**src/rtl/mux_rr_pkt_if.sv**
```systemverilog
// Handshake bundle for mux_rr_pkt: N valid/ready/last input streams on one side,
// and one registered valid/ready output stream on the other.
interface mux_rr_pkt_if #(
    parameter int W = 8,
    parameter int N = 4
);
    localparam int SELW = (N > 1) ? $clog2(N) : 1;

    logic [N-1:0]   in_valid;
    logic [N*W-1:0] in_data;
    logic [N-1:0]   in_last;
    logic [N-1:0]   in_ready;
    logic           out_valid;
    logic [W-1:0]   out_data;
    logic           out_last;
    logic [SELW-1:0] out_sel;
    logic           out_ready;

    modport slave (
        input  in_valid, in_data, in_last, out_ready,
        output in_ready, out_valid, out_data, out_last, out_sel
    );

    modport master (
        output in_valid, in_data, in_last, out_ready,
        input  in_ready, out_valid, out_data, out_last, out_sel
    );
endinterface

```
**src/rtl/mux_rr_pkt.sv**
```systemverilog
// N-channel packet multiplexer: round-robin or fixed-priority arbitration, grant held
// from first beat to in_last, single registered output stage with valid/ready.
module mux_rr_pkt #(
    parameter int W = 8,
    parameter int N = 4
) (
    input  logic         clk,
    input  logic         rst_n,
    input  logic         prio_mode,
    mux_rr_pkt_if.slave  bus
);
    localparam int SELW = $clog2(N);

    typedef enum logic {IDLE = 1'b0, LOCK = 1'b1} state_t;

    // (a + b) mod N for a, b < N, valid for non-power-of-2 N
    function automatic logic [SELW-1:0] wrap_add(input logic [SELW-1:0] a,
                                                 input logic [SELW-1:0] b);
        logic [SELW:0] s;
        s = {1'b0, a} + {1'b0, b};
        if (s >= (SELW+1)'(N))
            s = s - (SELW+1)'(N);
        return s[SELW-1:0];
    endfunction

    state_t          state_q, state_d;
    logic [SELW-1:0] own_q, own_d;
    logic [SELW-1:0] ptr_q, ptr_d;
    logic            rr_q, rr_d;

    logic            out_valid_q;
    logic [W-1:0]    out_data_q;
    logic            out_last_q;
    logic [SELW-1:0] out_sel_q;

    logic            load;
    logic            grant_vld;
    logic [SELW-1:0] grant;
    logic [SELW-1:0] base;
    logic [SELW-1:0] cand;
    logic            xfer;
    logic            grant_last;

    assign load = !out_valid_q || bus.out_ready;

    always_comb begin
        base      = prio_mode ? '0 : ptr_q;
        grant_vld = 1'b0;
        grant     = '0;
        cand      = '0;
        if (state_q == LOCK) begin
            grant_vld = 1'b1;
            grant     = own_q;
        end else begin
            for (int unsigned k = 0; k < N; k++) begin
                cand = wrap_add(base, SELW'(k));
                if (!grant_vld && bus.in_valid[cand]) begin
                    grant_vld = 1'b1;
                    grant     = cand;
                end
            end
        end
    end

    always_comb begin
        bus.in_ready = '0;
        if (rst_n && load && grant_vld)
            bus.in_ready[grant] = 1'b1;
    end

    assign xfer       = grant_vld && load && bus.in_valid[grant];
    assign grant_last = bus.in_last[grant];

    // rr_q remembers the mode the packet was arbitrated under, so a prio_mode
    // change mid-packet cannot alter the pointer update at its last beat
    always_comb begin
        state_d = state_q;
        own_d   = own_q;
        ptr_d   = ptr_q;
        rr_d    = rr_q;
        case (state_q)
            IDLE: begin
                if (xfer) begin
                    if (grant_last) begin
                        if (!prio_mode)
                            ptr_d = wrap_add(grant, SELW'(1));
                    end else begin
                        state_d = LOCK;
                        own_d   = grant;
                        rr_d    = !prio_mode;
                    end
                end
            end
            LOCK: begin
                if (xfer && grant_last) begin
                    state_d = IDLE;
                    if (rr_q)
                        ptr_d = wrap_add(own_q, SELW'(1));
                end
            end
            default: state_d = IDLE;
        endcase
    end

    always_ff @(posedge clk or negedge rst_n) begin
        if (!rst_n) begin
            state_q <= IDLE;
            own_q   <= '0;
            ptr_q   <= '0;
            rr_q    <= 1'b0;
        end else begin
            state_q <= state_d;
            own_q   <= own_d;
            ptr_q   <= ptr_d;
            rr_q    <= rr_d;
        end
    end

    always_ff @(posedge clk or negedge rst_n) begin
        if (!rst_n) begin
            out_valid_q <= 1'b0;
            out_data_q  <= '0;
            out_last_q  <= 1'b0;
            out_sel_q   <= '0;
        end else if (xfer) begin
            out_valid_q <= 1'b1;
            out_data_q  <= bus.in_data[int'(grant)*W +: W];
            out_last_q  <= grant_last;
            out_sel_q   <= grant;
        end else if (bus.out_ready) begin
            out_valid_q <= 1'b0;
        end
    end

    assign bus.out_valid = out_valid_q;
    assign bus.out_data  = out_data_q;
    assign bus.out_last  = out_last_q;
    assign bus.out_sel   = out_sel_q;
endmodule

```
**src/flat_wrapper.sv**
```systemverilog
// flat-port wrapper written by rule: the top's interface ports become plain ports
module mux_rr_pkt_flat 
#(
    parameter int W = 8,
    parameter int N = 4
)
  (clk, rst_n, prio_mode, bus_in_valid, bus_in_data, bus_in_last, bus_out_ready, bus_in_ready, bus_out_valid, bus_out_data, bus_out_last, bus_out_sel);
  mux_rr_pkt_if #(.W(W), .N(N)) bus_i ();
  input  logic clk;
  input  logic rst_n;
  input  logic prio_mode;
  input wire logic [$bits(bus_i.in_valid)-1:0] bus_in_valid;
  input wire logic [$bits(bus_i.in_data)-1:0] bus_in_data;
  input wire logic [$bits(bus_i.in_last)-1:0] bus_in_last;
  input wire logic [$bits(bus_i.out_ready)-1:0] bus_out_ready;
  output wire logic [$bits(bus_i.in_ready)-1:0] bus_in_ready;
  output wire logic [$bits(bus_i.out_valid)-1:0] bus_out_valid;
  output wire logic [$bits(bus_i.out_data)-1:0] bus_out_data;
  output wire logic [$bits(bus_i.out_last)-1:0] bus_out_last;
  output wire logic [$bits(bus_i.out_sel)-1:0] bus_out_sel;
  assign bus_i.in_valid = bus_in_valid;
  assign bus_i.in_data = bus_in_data;
  assign bus_i.in_last = bus_in_last;
  assign bus_i.out_ready = bus_out_ready;
  assign bus_in_ready = bus_i.in_ready;
  assign bus_out_valid = bus_i.out_valid;
  assign bus_out_data = bus_i.out_data;
  assign bus_out_last = bus_i.out_last;
  assign bus_out_sel = bus_i.out_sel;
  mux_rr_pkt #(.W(W), .N(N)) u_core (.clk(clk), .rst_n(rst_n), .prio_mode(prio_mode), .bus(bus_i));
endmodule
```
**config.mk**
```make
export PLATFORM = sky130hd
export DESIGN_NAME = mux_rr_pkt_flat
export DESIGN_NICKNAME = d
export VERILOG_FILES = /design/src/rtl/mux_rr_pkt_if.sv /design/src/rtl/mux_rr_pkt.sv /design/src/flat_wrapper.sv
export SDC_FILE = /design/constraint.sdc
export NUM_CORES = 1
export LEC_CHECK = 0
export CORE_MARGIN = 1
export CORE_UTILIZATION = 30
export CTS_CLUSTER_DIAMETER = 40
export DETAILED_ROUTE_END_ITERATION = 8
export PLACE_DENSITY = 0.59
export SLEW_MARGIN = 30
export SYNTH_ARGS = -nofsm -noshare
export SYNTH_HDL_FRONTEND = slang
export SYNTH_SLANG_ARGS = --single-unit
```
**constraint.sdc**
```tcl
create_clock -name clk -period 2.6 [get_ports clk]
set_input_delay 0.39 -clock clk [delete_from_list [all_inputs] [get_ports clk]]
set_output_delay 0.39 -clock clk [all_outputs]
set_load 0.005 [all_outputs]
```
* Word level (Yosys, flattened, before mapping)
Index checks and enable logic that the tools add are counted.
** Operators by class
- $lt $le $gt $ge :: 12
- Muxes and demuxes :: 51
- Add/sub/neg operators :: 11
- Bitwise operators :: 2
- Reductions and logical operators :: 18
- Shift-type cells :: 1
- Equal/unequal tests :: 5
** Operators with widths (count)
- $mux W2 :: 21
- $shiftx A32 B6 Y8 :: 1
- $mux W1 :: 20
- $ge A3 B3 Y1 const B :: 5
- $lt A2 B3 Y1 const B :: 5
- $bmux W1 S2 :: 6
- $sub A2 B1 Y2 const B :: 6
- $add A2 B1 Y3 const B :: 3
- $logic_and A1 B1 Y1 :: 9
- $add A2 B2 Y3 const B :: 2
- $ne A2 B2 Y1 const B :: 3
- $logic_not A1 Y1 :: 5
- $reduce_and A5 Y1 :: 1
- $mux W4 :: 1
- $ne A2 B1 Y1 const B :: 2
- $pmux W2 S2 :: 1
- $ge A2 B3 Y1 const B :: 1
- $reduce_and A3 Y1 :: 1
- $demux W1 S2 :: 1
- $ge A2 B1 Y1 const B :: 1
- $not A1 Y1 :: 2
- $pmux W1 S2 :: 1
- $reduce_bool A2 Y1 :: 1
- $logic_or A1 B1 Y1 :: 1
** Word-level totals
- Output and inout port bits :: 16
- Bits in registers :: 18

* Depth between registers and ports, before layout
Gate-level depths: netlist of the first run.
- Depth in word-level cells :: 27
- Mapped depth :: 11
- Gate-level depth less buffers :: 8

* Least setup slack after synthesis of the first run
No wires, ideal clock.
- Path type :: reg2out
- Start :: reg u_core.ptr_q[0]
- End :: out bus_in_ready[1]
- Data required time :: 2210 ps
- Stages on the path, launching flop included :: 9
- Path slack :: -137 ps
- Arrival :: 2347 ps
- Path through :: dfrtp_1 > buf_2 > nor4bb_1 > o32a_1 > or4_4 > a31oi_4 > clkbuf_1 > ha_1 > and3_1
** On the way
- Word-level cells in the longest chain between the ends :: 25
- Elaborated cells on any way between the ends :: 54
- Those cells by class :: add/sub (7); order compare (6); mux (33); reduce/logical (8)
** RTL lines
- start, declared :: line mux_rr_pkt.sv:28 : logic [SELW-1:0] ptr_q, ptr_d;
- start signal, assigned :: line mux_rr_pkt.sv:114 : ptr_q <= ptr_d;
- $mux W2 * :: line mux_rr_pkt.sv:47 : base = prio_mode ? '0 : ptr_q;
- $ge A2 B3 Y1 or $sub A2 B1 Y2 (tied branches) :: line mux_rr_pkt.sv:21, mux_rr_pkt.sv:22
- $mux W2 :: line mux_rr_pkt.sv:21 : if (s >= (SELW+1)'(N))
- $mux W2 :: line mux_rr_pkt.sv:51 : if (state_q == LOCK) begin
- $bmux W1 S2 :: line mux_rr_pkt.sv:57 : if (!grant_vld && bus.in_valid[cand]) begin
- $mux W1 (not written as such) :: line mux_rr_pkt.sv:57
- $mux W1 :: line mux_rr_pkt.sv:57
- $mux W1 :: line mux_rr_pkt.sv:51
- [... 10 more ...]
- $mux W2 * :: line mux_rr_pkt.sv:57
- $mux W2 * :: line mux_rr_pkt.sv:51
- via u_core.grant[0] :: line mux_rr_pkt.sv:38 : logic [SELW-1:0] grant;
- $lt A2 B3 Y1 (not written as such) or $ge A2 B1 Y1 (tied branches) :: line mux_rr_pkt.sv:68 : bus.in_ready[grant] = 1'b1;
- $logic_and A1 B1 Y1 (not written as such) :: line mux_rr_pkt.sv:68
- $mux W1 (not written as such) :: line mux_rr_pkt.sv:68
- $demux W1 S2 *
- $mux W4 * :: line mux_rr_pkt.sv:67 : if (rst_n && load && grant_vld)
- end, declared :: line flat_wrapper.sv:16 : output wire logic [$bits(bus_i.in_ready)-1:0] bus_in_ready;
Mark *: on every way through the listed nets, which the timed path passes. The rest lies on a longest branch. The select of a mux whose other input is x is not followed.

* Worst setup path in the final report of the first run
- Start :: reg u_core.ptr_q[0]
- End :: out bus_in_ready[2]
** On the way
- Word-level cells in the longest chain between the ends :: 25
- Elaborated cells on any way between the ends :: 54
- Those cells by class :: add/sub (7); order compare (6); mux (33); reduce/logical (8)
** RTL lines (line)
- $mux W2 * :: mux_rr_pkt.sv:47
- $ge A2 B3 Y1 or $sub A2 B1 Y2 (tied branches) :: mux_rr_pkt.sv:21, mux_rr_pkt.sv:22
- $mux W2 :: mux_rr_pkt.sv:21
- $mux W2 :: mux_rr_pkt.sv:51
- $bmux W1 S2 :: mux_rr_pkt.sv:57
- $mux W1 (not written as such) :: mux_rr_pkt.sv:57
- $mux W1 :: mux_rr_pkt.sv:57
- $mux W1 :: mux_rr_pkt.sv:51
- [... 9 more ...]
- $logic_and A1 B1 Y1 :: mux_rr_pkt.sv:57
- $mux W2 :: mux_rr_pkt.sv:57
- $mux W2 :: mux_rr_pkt.sv:51
- $lt A2 B3 Y1 (not written as such) or $ge A2 B1 Y1 (tied branches) :: mux_rr_pkt.sv:68
- $logic_and A1 B1 Y1 (not written as such) :: mux_rr_pkt.sv:68
- $mux W1 (not written as such) :: mux_rr_pkt.sv:68
- $demux W1 S2
- $mux W4 * :: mux_rr_pkt.sv:67
Mark *: on every way between the ends. The rest lies on a longest branch, timed or not. The select of a mux whose other input is x is not followed.

==> results by group, run 1 <==
CTS
  • CTS buffer count: 3
  • Clk_lat worst skew: 0.25 ns
  • Clock Sinks: 18
  • CTS tree: built
  • Clk pin slew, worst setup/hold paths: 0.07 ns
  • Clk buf depth: 2
  • Clock root cell: clkbuf_8
  • CTS H-tree depth: 1

STA
  • Worst Skew: 0.00184 ns
  • Setup violators final: 21
  • Maximum clock rate: 346 MHz
  • Fin Hold WS: 0.490 ns
  • Max transition margin: 74.7%
  • Min Tclk post-route: 2.89 ns
  • Final Worst Setup Slack: -0.294 ns
  • Max Slew Vio Count: 0
  • Fin. Hold Viols: 0
  • RSZ-0062 raised after global routing: yes
  • Measured slew at the worst slew-check pin: 0.375 ns
  • Final Cycle Share: 111%

GRT
  • Total GRT Usage: 18.2%
  • First-pass GRT wire length: 7280 um
  • Number of global-route vias before repair: 1664
  • GRT overflow: 0
  • Initial antenna violation count: 0
  • Pin count of the biggest net entering global routing: 19

Critical path
  • Setup CP Type: flop to primary output
  • Crit Path Max Fanout: 8
  • Worst EP required: 2.21 ns
  • Crit. End Element: primary output
  • Reg2reg start: u_core.ptr_q[0]
  • Startpoint types: flop
  • Crit path launch: u_core.ptr_q[0]
  • WP data arrival: 2.50 ns

Synthesis
  • Share of the synthesized area in the top cell type: 31.8%
  • Synth cell count leaders: dfrtp_1, mux2i_1, mux2_2
  • Top cells by area, synth: dfrtp_1, mux2i_1, mux2_2
  • Cells after synthesis: 148
  • Yosys warning count: 0
  • Most numerous cell in the Yosys netlist: dfrtp_1
  • Post-synthesis cell area: 1420 um^2
  • Post-synth top area cell: dfrtp_1
  • Mapped Nets: 196
  • Yosys cell types: 36
  • Synth Register Bits: 18
  • Post-synthesis sequential area ratio: 31.8%
  • Number of synthesized flops with an enable pin: 0
  • Primary FF master, synth: dfrtp_1
  • Async SR Flop Fraction: 100%
  • Mean post-synth cell area: 9.56 um^2

Placement
  • DP HPWL: 3320 um
  • Port bufs: 59
  • RePlAce Congestion: 0.805

Drt
  • Routed wl met2: 2230 um
  • DRT antenna net count: 0
  • Final wirelength: 4480 um
  • Metal-1 WL: 1820 um
  • Drt via density: 5.06
  • DRT iter0 DRCs: 44
  • DRC viols: 4
  • DR top layer: met4
  • Met3 wire len: 360 um
  • Routed len/inst: 14.5 um
  • Detailed-route via count: 1559
  • DR pass1 iterations: 6

Floorplanning
  • Die Wd: 70.7 um
  • Die Y: 70.7 um
  • Num rows: 24
  • Die footprint: 5000 um^2
  • Top-Level Pins: 60
  • Core area: 4440 um^2
  • Initial core utilization: 31.8%

Power
  • Tot Pwr: 0.00311 W
  • Pwr Density: 1150 nW/um^2
  • Lkg Pwr: 1.21 nW
  • Worst VDD drop: 0.427 mV

Worst hold path
  • Worst min path class: flop to flop
  • Worst hold start: u_core.bus.out_data[2]

Cells and area
  • Number of fill cells in the layout: 365
  • Layout cells sized above 1: 44.5%
  • Fin nets: 305
  • Diodes inserted: 0
  • Layout area overhead: 91.5%

Outcome
  • Status: finished, violations left
  • Failing checks: DRC, setup timing

Run
  • Max-capacitance violation count: 0
-- registers in the layout, indices dropped and copies added (netlist names), named ones only --
| signal | flops |
|---|---|
| u_core.bus.out_sel | 2 |
| u_core.own_q | 2 |
| u_core.bus.out_last | 1 |
| u_core.ptr_q | 2 |
| u_core.bus.out_valid | 1 |
| u_core.rr_q | 1 |
| u_core.bus.out_data | 8 |
-- routing by layer --
metal | global-route usage (%) | vias to the layer above
met1 | 20.2 | 729
li1 | - | 766
met4 | 5.33 | 0
met3 | 5.13 | 6
met5 | 0 | -
met2 | 33.5 | 58
-- timing repair --
item	CTS	global route
hold buffers	0	0
hold endpoints to repair	0	0
pin swaps	9	5
gates cloned	2	0
gates resized for setup	72	19
setup endpoints to repair	22	22
buffers inserted	11	9
-- final timing paths --
| kind | end | slack, ns | depth (start not counted) |
|---|---|---|---|
| worst min register to register | u_core.bus.out_data[2] | 0.49 | 1 |
| max in group asynchronous | u_core.ptr_q[1] | 1.78 | 2 |
| min in group asynchronous | u_core.ptr_q[0] | 0.61 | 2 |
| worst min-delay path | u_core.bus.out_data[2] | 0.49 | 1 |
| worst max register to register | u_core.own_q[0] | -0.27 | 11 |
| worst max-delay path | bus_in_ready[2] | -0.29 | 10 |
-- worst max-delay path: stages (launching register included) --
cell and delay [ns]:
dfrtp_2 0.45, nand2b_4 0.15, and3_4 0.17, o32a_1 0.18
or4_4 0.53, a31oi_4 0.16, buf_6 0.14, inv_6 0.04
ha_4 0.14, and3_4 0.17, buf_6 0.11
-- logic make-up after synthesis --
| family | count (synthesis) | synth area share (%) |
|---|---|---|
| AOI/OAI and AO/OA | 38 | 19.5 |
| muxes | 29 | 21.9 |
| buffers and inverters | 16 | 5.39 |
| adders and majority gates | 4 | 3.54 |
| xor gates and xnor gates | 1 | 0.619 |
| and+or+nand+nor | 42 | 17.2 |
| DFF | 18 | 31.8 |
-- power by group --
part	internal, W	switching [W]	leakage (nW)
Sequential	0.000429	0.0000992	0.206
Combinational	0.00141	0.000940	0.970
Clock	0.000135	0.0000964	0.0288
-- per-stage QoR --
step / setup TNS, ns / utilization, % / instance area, um^2 / cells / worst slack (ns)
after floorplan: -0.0164 / - / 1440 / 148 / -0.00824
after global placement: -15.82 / 51.3 / 2280 / 284 / -0.820
after detailed placement: -17.76 / 51.3 / 2280 / 284 / -0.931
after CTS: -3.19 / 58.4 / 2600 / 300 / -0.334
after global routing: -5.21 / 61.0 / 2710 / 308 / -0.363
final: -3.62 / 61.0 / 2710 / 308 / -0.294
-- cells in the final DEF (no fill, tap or decap), types with 3 or more instances in the layout --
master / n
mux2_2: 10
o21ai_0: 4
clkbuf_8: 4
clkdlybuf4s50_1: 50
o21ai_1: 3
and3_4: 6
dlygate4sd2_1: 4
a31oi_1: 8
nand2_1: 5
nor3_2: 5
buf_4: 39
inv_1: 5
nor2_2: 3
nor3_1: 5
ha_4: 3
mux2i_1: 12
mux2_4: 5
o21a_1: 9
dfrtp_1: 16
nand2b_1: 4
buf_6: 16
-- cell type report --
class / instances / area (um^2) / share of cell area [%]
Tap cell: 52 / 65.1 / 2.40
Timing Repair Buffer: 113 / 1040 / 38.6
Inverter: 7 / 31.3 / 1.15
Sequential cell: 18 / 453 / 16.7
Multi-Input combinational cell: 114 / 1060 / 39.2
Clock buffer: 4 / 55.1 / 2.03
(Power assumes the default switching activity.)
==> inputs of run 2 (changes only) <==
--- a/config.mk
+++ b/config.mk
@@ -9,7 +9,7 @@
 export CORE_UTILIZATION = 30
 export CTS_CLUSTER_DIAMETER = 40
 export DETAILED_ROUTE_END_ITERATION = 8
-export PLACE_DENSITY = 0.59
+export PLACE_DENSITY = 0.57
 export SLEW_MARGIN = 30
 export SYNTH_ARGS = -nofsm -noshare
 export SYNTH_HDL_FRONTEND = slang
==> constraint.sdc (replaced) <==
create_clock -name clk -period 3.3 [get_ports clk]
set_input_delay 0.495 -clock clk [delete_from_list [all_inputs] [get_ports clk]]
set_output_delay 0.495 -clock clk [all_outputs]
set_load 0.005 [all_outputs]
==> run 2 against run 1 <==
Net effect:
- the run ends with DRC left
- via count is 7.1% lower
- global-route usage is 1.1 points lower
- first-iteration DRC count is 18% higher
- core utilization is 8.8 points lower
- setup slack better by 0.38 ns
- sequential share of layout area is 2.8 points higher
- sequential power is 21% lower
- final area is 14% lower
- die area stayed put
==> results by group, run 2 (synthesized netlist as in run 1, its figures left out) <==
Outcome
  • Status: finished, violations left
  • Failing checks: DRC

Power
  • Pwr Density: 808 nW/um^2
  • Lkg Pwr: 1.09 nW
  • Gate power share: 68.3%
  • Worst VDD drop: 0.381 mV
  • Clk pwr share: 9.4%
  • Power Internal: 0.00117 W
  • Switching share of power: 37.7%
  • Sequential power share: 22.3%
  • Psw: 0.000707 W

Cells and area
  • Area occupied by multi-input gates: 893 um^2
  • Commonest non-fill, non-tap cells in the layout: clkdlybuf4s50_1, buf_4, dfrtp_1
  • Diodes inserted: 0
  • Layout area overhead: 63.9%
  • Fin nets: 284
  • Layout cells sized above 1: 26.0%
  • Most common cell after layout, fill and taps aside: clkdlybuf4s50_1
  • Register area: 452 um^2
  • Core Util, Final: 52.2%
  • Max reg flops: 8
  • Number of fill cells in the layout: 410

Floorplanning
  • Core area: 4440 um^2
  • Die footprint: 5000 um^2
  • Die Wd: 70.7 um
  • Top-Level Pins: 60
  • Initial core utilization: 31.8%
  • Num rows: 24
  • Die Y: 70.7 um

GRT
  • Number of global-route vias before repair: 1502
  • First-pass GRT wire length: 6820 um
  • Pin count of the biggest net entering global routing: 19
  • GRT overflow: 0
  • Initial antenna violation count: 0
  • Total GRT Usage: 17.1%

Critical path
  • Worst EP required: 2.80 ns
  • WP data arrival: 2.72 ns
  • Startpoint types: input port
  • Crit. End Element: primary output
  • Crit Path Max Fanout: 4
  • Cell count of the worst reg-to-reg path: 11
  • Setup CP Type: input port to primary output

Drt
  • Drt via density: 5.05
  • DRT iter0 DRCs: 52
  • DRC viols: 2
  • Detailed-route via count: 1449
  • DR pass1 iterations: 6
  • DRT antenna net count: 0
  • Routed len/inst: 14.2 um
  • Final wirelength: 4090 um

CTS
  • CTS buffer count: 3
  • Clk buf depth: 2
  • Clk_lat worst skew: 0.25 ns
  • Clk pin slew, worst setup/hold paths: 0.07 ns
  • CTS tree: built
  • Clock Sinks: 18
  • CTS H-tree depth: 1
  • Clock root cell: clkbuf_8
  • CTS Hold Bufs: 0

Placement
  • DP HPWL: 3320 um
  • RePlAce Congestion: 0.765
  • Port bufs: 59

STA
  • Fin Hold WS: 0.501 ns
  • Max Slew Vio Count: 0
  • Maximum clock rate: 311 MHz
  • Worst Skew: 0.00192 ns
  • Measured slew at the worst slew-check pin: 0.431 ns
  • Setup violators final: 0
  • Min Tclk post-route: 3.21 ns
  • Max transition margin: 71.0%
  • RSZ-0062 raised after global routing: no
  • Fin. Hold Viols: 0
  • Final Cycle Share: 97.3%

Worst hold path
  • Worst min path class: flop to flop
  • Hold path depth: 1

Run
  • Max-capacitance violation count: 0
==> run 2: cell count changes in the layout (fill, tap and decap cells not counted), sizes merged <==
cell	delta
buf	-24
clkbuf	+2
dlymetal6s2s	+2
dlygate4sd2	-1
==> run 2: worst max-delay path, cell delays in order <==
cell and delay (ns):
dlygate4sd2_1 0.27, inv_2 0.07, nor4_1 0.04, o32a_1 0.35, or4_4 0.53, a31oi_4 0.23, buf_6 0.13, inv_2 0.04
ha_1 0.17, and3_1 0.15, dlygate4sd2_1 0.25
==> run 2: area by class of cell <==
class / count / area share [%]
clock buffers: 4 / 2.37
repair buffers: 92 / 35.7
multi-input cells: 114 / 38.5
flip-flops and latches: 18 / 19.5
inverters: 7 / 1.13
well taps: 52 / 2.80
==> run 2: power groups by stage <==
stage,clock network [W],logic [W],registers (W)
floorplan,0,0.000707,0.000405
global placement,0,0.00120,0.000425
detailed placement,0,0.00122,0.000426
CTS,0.000183,0.00124,0.000427
global route,0.000195,0.00141,0.000432
finish,0.000177,0.00128,0.000418
==> run 2: through the flow <==
stage	setup TNS, ns	instance area, um^2	worst slack [ns]	std cells	total power [W]
final	0	2320	0.0876	287	0.00188
after global routing	0	2320	0.000678	287	0.00203
after CTS	0	2290	0.00468	284	0.00185
after detailed placement	-4.05	2230	-0.481	278	0.00165
after global placement	-2.50	2230	-0.376	278	0.00162
after floorplan	0	1420	0.369	148	0.00111
==> run 2: worst paths after layout <==
| check | from | end | slack [ns] |
|---|---|---|---|
| min reg2reg | u_core.bus.out_data[5] | u_core.bus.out_data[5] | 0.50 |
| max reg2reg | u_core.ptr_q[0] | u_core.own_q[0] | 0.31 |
| max | bus_in_valid[0] | bus_in_ready[2] | 0.09 |
| max in group asynchronous | rst_n | u_core.ptr_q[0] | 2.38 |
| min in group asynchronous | rst_n | u_core.bus.out_data[5] | 0.70 |
| min | u_core.bus.out_data[5] | u_core.bus.out_data[5] | 0.50 |
==> run 2: timing repair <==
item | in CTS | in global routing
gates cloned | 0 | 0
pin swaps | 2 | 2
endpoints found under the hold margin | 0 | 0
setup buffers | 2 | 3
endpoints found under the setup margin | 6 | 2
resized for setup | 16 | 10
==> run 2: per-layer routing <==
layer | global-route usage, % | up-vias | part of all wire, %
met5 | 0 | - | 0
met4 | 3.56 | 0 | 0.68
met3 | 4.27 | 5 | 5.9
met2 | 32.1 | 47 | 51
met1 | 19.6 | 674 | 42
li1 | - | 723 | -
